<file path="src/rtl/exec_seq_pkg.sv">
// -----------------------------------------------------------------------------
// exec_seq_pkg
// Shared definitions for the execute-datapath sequencer. Contains the FSM state
// encoding, which is also visible on the sequencer's state output, and the
// default reset PC and halt instruction constants.
// -----------------------------------------------------------------------------
package exec_seq_pkg;

    typedef enum logic [2:0] {
        FETCH  = 3'd0,
        DECODE = 3'd1,
        EXEC   = 3'd2,
        MEM    = 3'd3,
        WB     = 3'd4,
        HALT   = 3'd5
    } state_t;

    localparam logic [31:0] DEFAULT_RESET_PC   = 32'h0000_0000;
    // syscall encoding: retiring it stops the sequencer
    localparam logic [31:0] DEFAULT_HALT_INSTR = 32'h0000_000C;

endpackage

</file>
<file path="src/rtl/exec_seq_if.sv">
// -----------------------------------------------------------------------------
// exec_seq_if
// Instruction-fetch bus between the sequencer (master) and instruction memory
// (slave).
//   imem_req   : master -> slave, fetch request
//   imem_addr  : master -> slave, fetch address
//   imem_ack   : slave -> master, fetch data valid this cycle
//   imem_rdata : slave -> master, fetched instruction word
// -----------------------------------------------------------------------------
interface exec_seq_if;

    logic        imem_req;
    logic [31:0] imem_addr;
    logic        imem_ack;
    logic [31:0] imem_rdata;

    modport master (
        output imem_req,
        output imem_addr,
        input  imem_ack,
        input  imem_rdata
    );

    modport slave (
        input  imem_req,
        input  imem_addr,
        output imem_ack,
        output imem_rdata
    );

endinterface

</file>
<file path="src/rtl/exec_seq_next_pc_calc.sv">
// -----------------------------------------------------------------------------
// next_pc_calc
// Purely combinational next-PC computation (mod 2^32).
//   pc          : current PC
//   jump        : jump, takes priority over branch
//   branch      : conditional branch
//   zero        : ALU zero flag, branch condition
//   imm16       : signed branch word offset relative to pc+4
//   instr_index : jump target word index within the pc+4 256 MB region
//   next_pc     : resulting PC
// -----------------------------------------------------------------------------
module next_pc_calc (
    input  logic [31:0] pc,
    input  logic        jump,
    input  logic        branch,
    input  logic        zero,
    input  logic [15:0] imm16,
    input  logic [25:0] instr_index,
    output logic [31:0] next_pc
);

    logic [31:0] p4;
    logic [31:0] br_off;

    always_comb begin
        // NOTE: every output of a combinational block gets a value on every
        // path (here via the final else) so no latch is inferred.
        p4     = pc + 32'd4;
        br_off = {{14{imm16[15]}}, imm16, 2'b00};
        if (jump) begin
            next_pc = {p4[31:28], instr_index, 2'b00};
        end else if (branch && zero) begin
            next_pc = p4 + br_off;
        end else begin
            next_pc = p4;
        end
    end

endmodule

</file>
<file path="src/rtl/exec_sequencer.sv">
// -----------------------------------------------------------------------------
// exec_sequencer
// Multi-cycle control sequencer for the execute datapath. Fetches an
// instruction over a req/ack handshake, holds it in the instruction register,
// steps it through DECODE/EXEC/MEM/WB and commits the next PC in WB. The write
// and read strobes are registered so each fires only inside its own state.
//
// Optional feature macro: EXEC_SEQ_PERF_CNT_EN adds cycle_cnt / retired_cnt.
//
// Ports:
//   CLK, RST_N          : clock, synchronous active-low reset
//   imem                : instruction fetch bus (exec_seq_if.master)
//   instr               : instruction register, drives the decoder
//   dec_*               : decoder fields for the held instruction
//   alu_zero            : ALU zero flag (branch condition)
//   mem_ready           : data memory access complete
//   reg_write_en        : register-file write strobe (WB only)
//   mem_write_en        : data-memory write strobe (MEM only)
//   mem_read_en         : data-memory read strobe (MEM only)
//   pc, state, halted   : current PC, FSM state, HALT indicator
//   cycle_cnt           : non-HALT cycle counter (optional)
//   retired_cnt         : WB cycle counter (optional)
// -----------------------------------------------------------------------------
module exec_sequencer
    import exec_seq_pkg::*;
#(
    parameter logic [31:0] RESET_PC   = DEFAULT_RESET_PC,
    parameter logic [31:0] HALT_INSTR = DEFAULT_HALT_INSTR
) (
    input  logic              CLK,
    input  logic              RST_N,
    exec_seq_if.master        imem,
    output logic [31:0]       instr,
    input  logic              dec_branch,
    input  logic              dec_jump,
    input  logic [15:0]       dec_imm16,
    input  logic [25:0]       dec_instr_index,
    input  logic              dec_reg_write,
    input  logic              dec_mem_read,
    input  logic              dec_mem_write,
    input  logic              alu_zero,
    input  logic              mem_ready,
    output logic              reg_write_en,
    output logic              mem_write_en,
    output logic              mem_read_en,
    output logic [31:0]       pc,
    output state_t            state,
    output logic              halted
`ifdef EXEC_SEQ_PERF_CNT_EN
    ,
    output logic [31:0]       cycle_cnt,
    output logic [31:0]       retired_cnt
`endif
);

    state_t      state_next;
    logic [31:0] next_pc;

    next_pc_calc u_next_pc (
        .pc          (pc),
        .jump        (dec_jump),
        .branch      (dec_branch),
        .zero        (alu_zero),
        .imm16       (dec_imm16),
        .instr_index (dec_instr_index),
        .next_pc     (next_pc)
    );

    // State register
    always_ff @(posedge CLK) begin
        // NOTE: sequential state uses non-blocking assignments so every flop
        // samples pre-edge values regardless of statement order.
        if (!RST_N) begin
            state <= FETCH;
        end else begin
            state <= state_next;
        end
    end

    // Next-state logic
    always_comb begin
        state_next = state;
        case (state)
            FETCH:   if (imem.imem_ack) state_next = DECODE;
            DECODE:  state_next = (instr == HALT_INSTR) ? HALT : EXEC;
            EXEC:    state_next = (dec_mem_read || dec_mem_write) ? MEM : WB;
            MEM:     if (mem_ready) state_next = WB;
            WB:      state_next = FETCH;
            HALT:    state_next = HALT;
            default: state_next = FETCH;
        endcase
    end

    // Outputs decoded from state only
    always_comb begin
        imem.imem_req  = (state == FETCH);
        imem.imem_addr = pc;
        halted         = (state == HALT);
    end

    // Datapath registers. Strobes are loaded from the state being entered, so
    // they are high for exactly the cycles spent in MEM / WB and never depend
    // combinationally on the decoder inputs.
    always_ff @(posedge CLK) begin
        if (!RST_N) begin
            pc           <= RESET_PC;
            instr        <= 32'h0;
            reg_write_en <= 1'b0;
            mem_write_en <= 1'b0;
            mem_read_en  <= 1'b0;
        end else begin
            if (state == FETCH && imem.imem_ack) begin
                instr <= imem.imem_rdata;
            end
            if (state == WB) begin
                pc <= next_pc;
            end
            reg_write_en <= (state_next == WB)  && dec_reg_write;
            mem_write_en <= (state_next == MEM) && dec_mem_write;
            mem_read_en  <= (state_next == MEM) && dec_mem_read;
        end
    end

`ifdef EXEC_SEQ_PERF_CNT_EN
    always_ff @(posedge CLK) begin
        if (!RST_N) begin
            cycle_cnt   <= 32'h0;
            retired_cnt <= 32'h0;
        end else begin
            if (state != HALT) begin
                cycle_cnt <= cycle_cnt + 32'd1;
            end
            if (state == WB) begin
                retired_cnt <= retired_cnt + 32'd1;
            end
        end
    end
`endif

endmodule

</file>
<file path="src/flat_wrapper.sv">
// flat-port wrapper written by rule: the top's interface ports become plain ports
module exec_sequencer_flat import exec_seq_pkg::*;
#(
    parameter logic [31:0] RESET_PC   = DEFAULT_RESET_PC,
    parameter logic [31:0] HALT_INSTR = DEFAULT_HALT_INSTR
)
  (CLK, RST_N, instr, dec_branch, dec_jump, dec_imm16, dec_instr_index, dec_reg_write, dec_mem_read, dec_mem_write, alu_zero, mem_ready, reg_write_en, mem_write_en, mem_read_en, pc, state, halted, imem_imem_req, imem_imem_addr, imem_imem_ack, imem_imem_rdata);
  exec_seq_if imem_i ();
  input  logic CLK;
  input  logic RST_N;
  output logic [31:0] instr;
  input  logic dec_branch;
  input  logic dec_jump;
  input  logic [15:0] dec_imm16;
  input  logic [25:0] dec_instr_index;
  input  logic dec_reg_write;
  input  logic dec_mem_read;
  input  logic dec_mem_write;
  input  logic alu_zero;
  input  logic mem_ready;
  output logic reg_write_en;
  output logic mem_write_en;
  output logic mem_read_en;
  output logic [31:0] pc;
  output state_t state;
  output logic halted;
  output wire logic [$bits(imem_i.imem_req)-1:0] imem_imem_req;
  output wire logic [$bits(imem_i.imem_addr)-1:0] imem_imem_addr;
  input wire logic [$bits(imem_i.imem_ack)-1:0] imem_imem_ack;
  input wire logic [$bits(imem_i.imem_rdata)-1:0] imem_imem_rdata;
  assign imem_imem_req = imem_i.imem_req;
  assign imem_imem_addr = imem_i.imem_addr;
  assign imem_i.imem_ack = imem_imem_ack;
  assign imem_i.imem_rdata = imem_imem_rdata;
  exec_sequencer #(.RESET_PC(RESET_PC), .HALT_INSTR(HALT_INSTR)) u_core (.CLK(CLK), .RST_N(RST_N), .imem(imem_i), .instr(instr), .dec_branch(dec_branch), .dec_jump(dec_jump), .dec_imm16(dec_imm16), .dec_instr_index(dec_instr_index), .dec_reg_write(dec_reg_write), .dec_mem_read(dec_mem_read), .dec_mem_write(dec_mem_write), .alu_zero(alu_zero), .mem_ready(mem_ready), .reg_write_en(reg_write_en), .mem_write_en(mem_write_en), .mem_read_en(mem_read_en), .pc(pc), .state(state), .halted(halted));
endmodule
</file>
<file path="config.mk">
export PLATFORM = sky130hd
export DESIGN_NAME = exec_sequencer_flat
export DESIGN_NICKNAME = d
export VERILOG_FILES = /design/src/rtl/exec_seq_pkg.sv /design/src/rtl/exec_seq_if.sv /design/src/rtl/exec_seq_next_pc_calc.sv /design/src/rtl/exec_sequencer.sv /design/src/flat_wrapper.sv
export SDC_FILE = /design/constraint.sdc
export NUM_CORES = 1
export LEC_CHECK = 0
export CORE_MARGIN = 2
export CORE_UTILIZATION = 45
export DETAILED_ROUTE_END_ITERATION = 8
export PLACE_DENSITY_LB_ADDON = 0.05
export SETUP_SLACK_MARGIN = 0.4
export SLEW_MARGIN = 20
export SYNTH_ARGS = -nofsm -noshare
export SYNTH_HDL_FRONTEND = slang
export SYNTH_HIERARCHICAL = 1
export SYNTH_SLANG_ARGS = --single-unit
</file>
<file path="constraint.sdc">
create_clock -name CLK -period 7.3 [get_ports CLK]
set_input_delay 1.825 -clock CLK [delete_from_list [all_inputs] [get_ports CLK]]
set_output_delay 1.825 -clock CLK [all_outputs]
set_load 0.03 [all_outputs]
</file>
==> results.yml <==
finish:
  layout-drive-gt1-share: 0.0450
  nets: 1050
  syn2layout_area_growth_pct: 34.2
  final_core_util: 0.620
  antennaDiodeCount: 0
floorplan:
  io_pins: 188
  die_w_um: 118
  core_area_sq_um: 12700
  dieArea_sq_um: 13900
  chipHeight_um: 118
  start_util: 0.462
  row_count: 41
global_routing:
  gr-total-overflow: 0
  grt_pass1_wl_um: 30800
  first_global_vias: 6066
  antenna_found_initial: 0
  grt_usage: 0.271
  grt_max_degree: 70
sta:
  max_freq_mhz: 187
  worstMarginPinSlew_ns: 1.07
  setup_tns_ns: 0
  whs_ns: 0.470
  post-route-min-period_ns: 5.34
  setup_viol: 0
  final_hold_viol_count: 0
  slew_violations: 0
  relSlewSlack: 0.286
  timing.final.crit_share: 0.731
  rsz0062_at_grt: "no"
  finalClockSkew_ns: 0.00648
synth:
  synth_warnings: 6
  yosysSeqAreaShare: 0.239
  synth_edf_count: 0
  syn-num-nets: 917
  synthArstFlopShare: 0
  syn_avg_cell_area_sq_um: 7.37
  dominantRegCellSynth: "dfxtp_1"
  synth_cell_types: 64
  synthCells: 795
  syn_area_sq_um: 5860
  ys_seq_elements: 70
detailed_routing:
  route.detailed.drc: 0
  ant_nets: 0
  wire_per_inst_um: 17.1
  viasPerCell: 5.66
  num_vias: 6256
  dr.pass1.iters: 5
  drt_wl_total_um: 18900
  drt_iter0_drc: 459
placement:
  gp_congestion: 0.945
  io_buffers: 187
  dp_hpwl_um: 14000
clocking:
  cts_resized: 0
  cts.clk_slew.worst_paths_ns: 0.06
  cts.sinks: 70
  cts_buffers: 9
  clk_path_buf_depth: 2
  cts_tree: "done"
  post-cts-setup-buffers: 0
  cts_htree_levels: 3
  hold_buffers: 0
  cts_root_buffer: "clkbuf_16"
  clock_latency_ns: 0.34
job:
  cap_violations: 0
power:
  power_density_nw_per_um2: 148
  ir_drop_mv: 0.0906
  p_leak_nw: 3.09
worst_setup_path:
  worstPathRequired_ns: 7.58
  rrSetupSlack_ns: 2.61
  worstSetupStartpointType: "input port"
  worstSetupPathType: "input port to register"
  crit_arrival_ns: 5.62
  crit_fanout: 25
  crit_path_end_kind: "register"
outcome:
  outcome: "finished clean"
hold_path:
  hold_class: "register to register"
worst max-delay path: stages:
cell	delay (ns)
clkdlybuf4s50_1	0.94
ha_1	0.66
a21o_1	0.23
or3_1	0.39
o31ai_1	0.46
a211oi_1	0.15
or4b_1	0.54
a211oi_2	0.22
nand2_1	0.07
a21boi_1	0.12
logic make-up (layout without fill, tap and decap cells):
logic type	Yosys count	count (layout)	share of synthesized area
buffers and inverters	93	231	0.0884
AND/OR/NAND/NOR	325	325	0.260
multiplexers	9	9	0.0169
flip-flops	70	70	0.239
XOR/XNOR	46	46	0.0701
AO/OA/AOI/OAI	214	214	0.243
adder cells (fa/ha/maj)	38	38	0.0824
worst paths after layout:
kind / start / cells after the start / to
min reg2reg: u_core/instr[2]$_SDFFE_PN0P_ / 2 / u_core/instr[2]$_SDFFE_PN0P_
max reg2reg: u_core/imem.imem_addr[4]$_SDFFE_PN0N_ / 14 / u_core/imem.imem_addr[31]$_SDFFE_PN0N_
min: u_core/instr[2]$_SDFFE_PN0P_ / 2 / u_core/instr[2]$_SDFFE_PN0P_
max: dec_imm16[15] / 10 / u_core/imem.imem_addr[31]$_SDFFE_PN0N_
routing by layer:
layer | vias to the layer above | track usage | wire [um]
li1 | 3028 | - | -
met4 | 0 | 0.0994 | 423
met2 | 261 | 0.437 | 8590
met1 | 2938 | 0.355 | 8330
met5 | - | 0 | 0
met3 | 29 | 0.0601 | 1580
state kept, by name, summed over array words and instances (netlist names):
name and count:
u_core/imem.imem_addr 32, u_core/state 3, u_core/mem_read_en 1, u_core/reg_write_en 1, u_core/mem_write_en 1, u_core/instr 32
cells in the mapped netlist (5+ instances only):
cell type,instances,share of area
o21a_1,11,0.014
mux2_2,7,0.013
dfxtp_1,70,0.24
and3_1,9,0.0096
and2_1,7,0.0075
nor2b_1,8,0.0085
nor3_1,14,0.012
o21ai_0,27,0.023
a21boi_1,65,0.083
nor4_1,7,0.0075
xnor2_1,27,0.040
a21o_1,14,0.018
or3_1,10,0.011
nand2b_1,5,0.0053
nand3_1,20,0.017
a211oi_1,8,0.010
nand2_1,171,0.11
inv_1,21,0.013
xor2_1,18,0.027
clkbuf_1,21,0.013
buf_4,37,0.047
nor2_1,38,0.024
nand4_1,20,0.021
a21oi_1,54,0.046
ha_1,37,0.079
buf_2,6,0.0051
per-stage QoR:
step | total power (W) | cells | setup slack [ns] | cell area [sq um]
finish | 0.00117 | 1105 | 1.96 | 7860
global placement | 0.000709 | 1089 | 1.67 | 7560
detailed placement | 0.000712 | 1089 | 1.63 | 7560
CTS | 0.00118 | 1105 | 2.00 | 7860
global route | 0.00121 | 1105 | 1.70 | 7860
floorplan | 0.000592 | 795 | 2.65 | 5860
cells in the final DEF (no fill, tap or decap), types with 10 or more instances in the layout:
| cell | count |
|---|---|
| clkdlybuf4s50_1 | 186 |
| nand2_1 | 170 |
| dfxtp_1 | 70 |
| a21boi_1 | 65 |
| a21oi_1 | 54 |
| nor2_1 | 38 |
| ha_1 | 37 |
| xnor2_1 | 27 |
| o21ai_0 | 27 |
| inv_1 | 21 |
| nand4_1 | 20 |
| nand3_1 | 20 |
| xor2_1 | 18 |
| nor3_1 | 14 |
| a21o_1 | 14 |
| o21a_1 | 11 |
| or3_1 | 10 |
where the power goes:
group,internal (W),total (W),switching [W]
registers,0.000401,0.000419,0.0000181
logic,0.000131,0.000286,0.000156
clock network,0.000268,0.000462,0.000194
final cells by class:
| class | instances | area [sq um] |
|---|---|---|
| inverter | 22 | 82.6 |
| clock inverter | 6 | 70.1 |
| tap | 172 | 215 |
| timing repair buffer | 193 | 1910 |
| multi-input combinational | 632 | 3950 |
| sequential | 70 | 1400 |
| clock buffer | 10 | 229 |
| fill | 1157 | 4810 |
Power figures use the tool's default switching activity.
